--- src/rtl/lut_logic_gate_seq.sv ---
// Reconfigurable N-input lookup-table gate: registered inputs, debounced output,
// and a serial MSB-first truth-table reload through a small handshake FSM.
module lut_logic_gate_seq #(
  parameter int                  N_IN     = 3,
  parameter logic [2**N_IN-1:0]  TT_RESET = 8'hC7,
  parameter int                  DEBOUNCE = 2
) (
  input  logic                 clk_i,
  input  logic                 rst_i,
  input  logic [N_IN-1:0]      in_i,
  output logic                 out_o,
  output logic                 out_changed_o,
  input  logic                 cfg_start_i,
  input  logic                 cfg_valid_i,
  input  logic                 cfg_bit_i,
  output logic                 cfg_ready_o,
  output logic                 cfg_done_o,
  output logic [2**N_IN-1:0]   tt_active_o
);

  localparam int TT_W  = 2**N_IN;
  localparam int CNT_W = (DEBOUNCE > 1) ? $clog2(DEBOUNCE) : 1;
  localparam logic [CNT_W-1:0] CNT_MAX = CNT_W'(DEBOUNCE - 1);
  localparam logic [N_IN-1:0]  BC_MAX  = N_IN'(TT_W - 1);

  typedef enum logic [1:0] {
    ST_IDLE   = 2'd0,
    ST_LOAD   = 2'd1,
    ST_COMMIT = 2'd2
  } cfg_state_e;

  cfg_state_e        state_q, state_d;
  logic [N_IN-1:0]   in_q;
  logic [N_IN-1:0]   bc_q, bc_d;
  logic [TT_W-1:0]   shadow_q, shadow_d;
  logic [TT_W-1:0]   tt_q, tt_d;
  logic [CNT_W-1:0]  cnt_q, cnt_d;
  logic              out_q, out_d;
  logic              chg_q, chg_d;
  logic              ready_q, ready_d;
  logic              done_q, done_d;
  logic [N_IN-1:0]   idx_s;
  logic              raw_s;

  // Index 0 maps to the table MSB, so the bit position is the complement of the index.
  always_comb begin
    idx_s = ~in_q;
    raw_s = tt_q[idx_s];
  end

  // Debounce: raw must differ from out for DEBOUNCE consecutive cycles.
  always_comb begin
    out_d = out_q;
    cnt_d = cnt_q;
    chg_d = 1'b0;
    if (raw_s == out_q) begin
      cnt_d = {CNT_W{1'b0}};
    end else if (cnt_q == CNT_MAX) begin
      out_d = raw_s;
      cnt_d = {CNT_W{1'b0}};
      chg_d = 1'b1;
    end else begin
      cnt_d = cnt_q + CNT_W'(1);
    end
  end

  // Table-load FSM: shadow fills while the old table keeps evaluating.
  always_comb begin
    state_d  = state_q;
    bc_d     = bc_q;
    shadow_d = shadow_q;
    tt_d     = tt_q;
    done_d   = 1'b0;
    case (state_q)
      ST_IDLE: begin
        if (cfg_start_i) begin
          state_d  = ST_LOAD;
          bc_d     = {N_IN{1'b0}};
          shadow_d = {TT_W{1'b0}};
        end else begin
          state_d  = ST_IDLE;
        end
      end
      ST_LOAD: begin
        if (cfg_start_i) begin
          bc_d     = {N_IN{1'b0}};
          shadow_d = {TT_W{1'b0}};
        end else if (cfg_valid_i) begin
          shadow_d = {shadow_q[TT_W-2:0], cfg_bit_i};
          bc_d     = bc_q + N_IN'(1);
          if (bc_q == BC_MAX) begin
            state_d = ST_COMMIT;
          end else begin
            state_d = ST_LOAD;
          end
        end else begin
          state_d  = ST_LOAD;
        end
      end
      ST_COMMIT: begin
        tt_d    = shadow_q;
        done_d  = 1'b1;
        state_d = ST_IDLE;
      end
      default: begin
        state_d = ST_IDLE;
      end
    endcase
    ready_d = (state_d == ST_LOAD);
  end

  // State registers with synchronous reset.
  always_ff @(posedge clk_i) begin
    if (rst_i) begin
      state_q  <= ST_IDLE;
      in_q     <= {N_IN{1'b0}};
      bc_q     <= {N_IN{1'b0}};
      shadow_q <= {TT_W{1'b0}};
      tt_q     <= TT_RESET;
      cnt_q    <= {CNT_W{1'b0}};
      out_q    <= 1'b0;
      chg_q    <= 1'b0;
      ready_q  <= 1'b0;
      done_q   <= 1'b0;
    end else begin
      state_q  <= state_d;
      in_q     <= in_i;
      bc_q     <= bc_d;
      shadow_q <= shadow_d;
      tt_q     <= tt_d;
      cnt_q    <= cnt_d;
      out_q    <= out_d;
      chg_q    <= chg_d;
      ready_q  <= ready_d;
      done_q   <= done_d;
    end
  end

  assign out_o         = out_q;
  assign out_changed_o = chg_q;
  assign cfg_ready_o   = ready_q;
  assign cfg_done_o    = done_q;
  assign tt_active_o   = tt_q;

endmodule

--- config.mk ---
export PLATFORM = sky130hd
export DESIGN_NAME = lut_logic_gate_seq
export DESIGN_NICKNAME = d
export VERILOG_FILES = /design/src/rtl/lut_logic_gate_seq.sv
export SDC_FILE = /design/constraint.sdc
export NUM_CORES = 1
export LEC_CHECK = 0
export CAP_MARGIN = 20
export CELL_PAD_IN_SITES_DETAIL_PLACEMENT = 1
export CELL_PAD_IN_SITES_GLOBAL_PLACEMENT = 2
export CORE_MARGIN = 5
export CORE_UTILIZATION = 32
export CTS_CLUSTER_SIZE = 10
export DETAILED_ROUTE_END_ITERATION = 12
export GPL_TIMING_DRIVEN = 0
export PLACE_DENSITY = 0.77
export SYNTH_ARGS = -nofsm -noshare
export SYNTH_HDL_FRONTEND = slang
export SYNTH_SLANG_ARGS = --single-unit
--- constraint.sdc ---
create_clock -name clk_i -period 1.9 [get_ports clk_i]
set_input_delay 0.19 -clock clk_i [delete_from_list [all_inputs] [get_ports clk_i]]
set_output_delay 0.19 -clock clk_i [all_outputs]
set_load 0.01 [all_outputs]
==> results of run 1 <==
## per-layer routing
| metal | vias up | part of all wire (%) | global-route usage [%] | wire (microns) |
|---|---|---|---|---|
| li1 | 487 | - | - | - |
| met1 | 425 | 48 | 12.5 | 1240 |
| met2 | 18 | 45 | 18.6 | 1170 |
| met3 | 7 | 4.4 | 4.02 | 115 |
| met4 | 0 | 3.0 | 8.30 | 77 |
| met5 | - | 0 | 0 | 0 |
## power by group through the flow
stage / Sequential (mW) / Clock [mW] / Combinational [mW]
after global placement: 0.647 / 0 / 0.0961
after floorplan: 0.649 / 0 / 0.0558
after global routing: 0.636 / 0.423 / 0.108
final: 0.634 / 0.383 / 0.0978
after detailed placement: 0.648 / 0 / 0.0994
after CTS: 0.634 / 0.404 / 0.0998
## path summary, 6_finish.rpt
path,cells after the start,end
max,1,out_o
min,2,in_q[0]
max reg2reg,5,out_changed_o
min reg2reg,2,shadow_q[7]
## cell type report
cell class	count	share of cell area [%]
buffer	9	3.30
timing repair buffer	18	12.5
multi-input combinational	93	35.8
sequential	29	40.3
inverter	1	0.261
tap	46	4.00
clock buffer	7	3.82
## flip-flops by register name (all words and copies together), names as in the netlist
signal         flops
bc_q               3
cfg_done_o         1
cfg_ready_o        1
cnt_q              1
in_q               3
out_changed_o      1
out_o              1
shadow_q           8
state_q            2
tt_active_o        8
## Yosys cell counts (2+ instances only)
cell	count	area, sq um
ha_1	2	25.0
nand2_1	31	116
dfxtp_1	29	581
mux2i_1	5	50.1
nand2b_1	2	12.5
buf_2	5	25.0
nand3_1	11	55.1
nor3_1	2	10.0
a21oi_1	16	80.1
clkbuf_1	3	11.3
nand3b_1	8	60.1
nor2b_1	4	25.0
nor2_1	6	22.5
## through the flow
step	hold slack [ns]	instances	util [%]	power, mW
2_1_floorplan	0.318	132	-	0.704
6_report	0.139	203	42.2	1.11
3_3_place_gp	0.442	196	40.5	0.743
5_1_grt	0.145	203	42.2	1.17
4_1_cts	0.123	203	42.2	1.14
3_5_place_dp	0.445	196	40.5	0.747
## worst reg2reg max path, delay by kind of cell, from the launching register on
kind	cells	cell delay, ns
buf+inv	1	0.12
flops	1	0.34
mux	2	0.50
simple gates	2	0.25
## cell families after synthesis
group / count (synthesis) / share of synthesized area, %
AO/OA/AOI/OAI: 17 / 7.42
multiplexers: 6 / 5.67
flip-flops: 29 / 50.6
AND/OR/NAND/NOR: 68 / 29.7
buffers and inverters: 10 / 4.47
adder cells (fa/ha/maj): 2 / 2.18
==> results.cfg, run 1 <==
[run_status]
status = completed

[timing]
period_share_pct = 76.6
hold_viol = 0
final.setup.worst_slack_ns = 0.445
tightest_slew_ns = 0.451
fin_tns_setup_ns = 0
relSlewSlack_pct = 69.9
fmax_mhz = 687
clock_skew_ns = 0.000821
setup_violations = 0
timing.final.crit_period_ns = 1.45
grt_setup_unrepaired = false
maxSlewViolCount = 0

[critical_path]
cp.buffers_inverters = 1
cp_max_fo = 4
crit_slowest_cell = clkdlybuf4s50_1
worstSetupPathType = register to primary output
crit_arrival_ns = 1.26
cp-startpoint = out_o
crit_path_max_incr_delay_ns = 0.56
path_cells = clkdlybuf4s50_1
worstReg2RegStart = in_q[0]
start_kind = register
crit_required_ns = 1.71
rrSetupSlack_ns = 0.59
critPathCaptureType = primary output
path_delay_family = buffers and inverters

[worst_hold_path]
worst_hold_path_type = input port to register
worstHoldStart = rst_i

[layout]
drive_gt1_share_pct = 10.2
fillCellCount = 425
syn_to_final_growth_pct = 25.5
n_antenna_cell = 0
multi_input_area_sq_um = 515
fin_area_sq_mm = 0.00144
final_cell_mix = 31 x nand2_1, 29 x dfxtp_1, 18 x clkdlybuf4s50_1
final_common_cell = nand2_1
fin_nets = 167
final-seq-area_sq_um = 581

[pwr]
pwr-share-seq_pct = 56.9
switching_share_pct = 24.0
clkPwrFrac_pct = 34.4
vdd_drop_max_mv = 0.327
power_leakage_nw = 0.542
p_int_mw = 0.846
powerDensity_mw_per_mm2 = 774
p_comb_share_pct = 8.8
power.switching_mw = 0.268

[synthesis]
ys_ff_latch = 29
ys_warn_count = 0
avgSynthCellArea_sq_um = 8.69
async_reset_ff_share_pct = 0
synth.distinct_cells = 21
ys_seq_area_share_pct = 50.6
syn_area_sq_mm = 0.00115
synth_edf_count = 0
synthCells = 132
syn_nets = 142
synth_flop_cell = dfxtp_1

[global_route]
track_usage_pct = 11.5
antenna_found_initial = 0
grt_pass1_vias = 959
grt_pass1_wl_mm = 4.33
grt_overflow = 0
grt_max_degree = 11

[floorplanning]
pin_count = 20
rows = 21
start_util_pct = 33.6
die_w_microns = 69.9
core_sq_mm = 0.00342
dieArea_sq_mm = 0.00488
die_h_microns = 69.9

[placement]
gp_congestion = 0.712
dp_hpwl_mm = 1.96
place_area_sq_mm = 0.00139
portBuffers = 18
post-place-ws_ns = 0.340

[run]
drv_cap = 0

[detailed_routing]
ant_nets = 0
drc = 0
routed_wirelength_mm = 2.60
drtIter0Drc = 15
drtPass1Iterations = 3
vias = 937
routed_via_density = 4.62
drt-wirelength-per-cell_microns = 12.8

[clock_network]
postCtsHoldBufs = 0
post_cts_buffers = 0
clock_sinks = 29
cts_buffers = 5
clock_path_buffers = 2
cts-resized-gates = 0
cts.clk_slew.worst_paths_ns = 0.09
cts_tree = yes
clock_latency_ns = 0.33
htree_levels = 2
cts-root-buf = clkbuf_4
Power figures use the tool's default switching activity.
==> inputs of run 2 (changes only) <==
--- a/config.mk
+++ b/config.mk
@@ -9,11 +9,11 @@
 export CELL_PAD_IN_SITES_DETAIL_PLACEMENT = 1
 export CELL_PAD_IN_SITES_GLOBAL_PLACEMENT = 2
 export CORE_MARGIN = 5
-export CORE_UTILIZATION = 32
+export CORE_UTILIZATION = 27
 export CTS_CLUSTER_SIZE = 10
 export DETAILED_ROUTE_END_ITERATION = 12
 export GPL_TIMING_DRIVEN = 0
-export PLACE_DENSITY = 0.77
+export PLACE_DENSITY = 0.69
 export SYNTH_ARGS = -nofsm -noshare
 export SYNTH_HDL_FRONTEND = slang
 export SYNTH_SLANG_ARGS = --single-unit
==> constraint.sdc (replaced) <==
create_clock -name clk_i -period 1.3 [get_ports clk_i]
set_input_delay 0.13 -clock clk_i [delete_from_list [all_inputs] [get_ports clk_i]]
set_output_delay 0.13 -clock clk_i [all_outputs]
set_load 0.01 [all_outputs]
==> run 2 against run 1 <==
Sequential share of layout area shrank 0.89 points. Wire length grew 6.6%. Final cell count grew 1.5%. Via count grew 0.75%. Setup slack lost 0.40 ns. Highest routed layer unchanged.
==> results.cfg, run 2 (synthesis gave the netlist of run 1 again) <==
[floorplanning]
rows = 23
core_sq_mm = 0.00406
dieArea_sq_mm = 0.00565
pin_count = 20
die_h_microns = 75.2
die_w_microns = 75.2
start_util_pct = 28.3

[pwr]
power_leakage_nw = 0.563
pwr-share-seq_pct = 51.6
power.switching_mw = 0.402
finalPower_mw = 1.81
powerDensity_mw_per_mm2 = 1220
vdd_drop_max_mv = 0.448
p_int_mw = 1.40
p_comb_share_pct = 8.0
switching_share_pct = 22.2
clkPwrFrac_pct = 40.5

[critical_path]
start_kind = register
cp.buffers_inverters = 1
worstSetupPathType = register to primary output
critPathCaptureType = primary output
cp_max_fo = 1
r2r_cells = 4
worstReg2RegStart = in_q[0]
crit_path_max_incr_delay_ns = 0.54
crit_arrival_ns = 1.12
crit_required_ns = 1.17
path_delay_family = buffers and inverters
path_cells = clkdlybuf4s50_1
rrSetupSlack_ns = 0.05
worst_r2r_endpoint = out_changed_o
crit_slowest_cell = clkdlybuf4s50_1

[detailed_routing]
drtIter0Drc = 37
routed_wirelength_mm = 2.78
ant_nets = 0
routed_via_density = 4.58
drt-wirelength-per-cell_microns = 13.5
drtPass1Iterations = 4
vias = 944
drc = 0

[clock_network]
cts-root-buf = clkbuf_8
clock_path_buffers = 2
clock_sinks = 29
cts.clk_slew.worst_paths_ns = 0.06
htree_levels = 2
cts_buffers = 5
clock_latency_ns = 0.27
cts_tree = yes

[timing]
period_share_pct = 96.3
relSlewSlack_pct = 66.4
final.setup.worst_slack_ns = 0.0484
maxSlewViolCount = 0
fin_hold_ws_ns = 0.131
clock_skew_ns = 0.00501
hold_viol = 0
fmax_mhz = 799
tightest_slew_ns = 0.503
timing.final.crit_period_ns = 1.25
setup_violations = 0

[worst_hold_path]
worstHoldStart = rst_i
hold_depth = 2
worst_hold_path_type = input port to register
whs_endpoint = in_q[0]

[global_route]
grt_pass1_vias = 1013
grt_pass1_wl_mm = 4.73
antenna_found_initial = 0
grt_overflow = 0
grt_max_degree = 11
track_usage_pct = 11.5

[placement]
post-place-ws_ns = -0.196
portBuffers = 18
gp_congestion = 0.718
place_area_sq_mm = 0.00139
dp_hpwl_mm = 2.05

[layout]
final_cell_mix = 31 x nand2_1, 27 x dfxtp_1, 16 x a21oi_1
n_antenna_cell = 0
final_common_cell = nand2_1
drive_gt1_share_pct = 10.9
syn_to_final_growth_pct = 29.4
fin_area_sq_mm = 0.00149
fin_nets = 166

[run_status]
status = completed

[run]
drv_cap = 0
==> run 2: power groups by stage <==
stage | combinational, mW | sequential, mW | clock (mW)
after floorplan | 0.0816 | 0.948 | 0
after global placement | 0.142 | 0.945 | 0
after detailed placement | 0.145 | 0.948 | 0
after CTS | 0.143 | 0.932 | 0.760
after global routing | 0.162 | 0.935 | 0.806
final | 0.144 | 0.931 | 0.730
==> run 2: metrics by stage <==
stage               TNS, ns  util, %  cells
global placement      -1.93     34.3    200
CTS                       0     36.3    207
global route        -0.0163     36.6    206
detailed placement    -2.11     34.3    200
finish                    0     36.6    206
floorplan                 0        -    132
==> run 2: how the worst max path moves through the flow <==
stage                     slack [ns]  cells past startpoint           from             to
after global routing           -0.02                      1  out_changed_o  out_changed_o
after floorplan                 0.09                      5        in_q[0]  out_changed_o
after global placement         -0.18                      6    cfg_start_i    shadow_q[2]
after CTS                      0.008                      4        in_q[0]  out_changed_o
after detailed placement       -0.20                      6    cfg_start_i    shadow_q[3]
final                           0.05                      1     cfg_done_o     cfg_done_o
==> run 2: cell type report <==
class	count	area (sq um)
inverters	1	3.75
well taps	50	62.6
flip-flops and latches	29	586
clock buffers	7	86.3
plain buffers	7	40.0
fillers	474	2570
repair buffers	19	176
multi-input cells	93	531
==> run 2: what timing repair did <==
item,4_1_cts,5_1_grt
resized for setup,11,7
hold buffers,0,0
pin swaps,2,2
endpoints found under the setup margin,10,15
buffers inserted,1,0
==> run 2: per-layer routing <==
layer	GRT usage (%)	routed length (microns)	up-vias
li1	-	-	485
met1	12.8	1220	438
met2	18.5	1390	17
met3	6.28	129	4
met4	4.08	31	0
met5	0	0	-
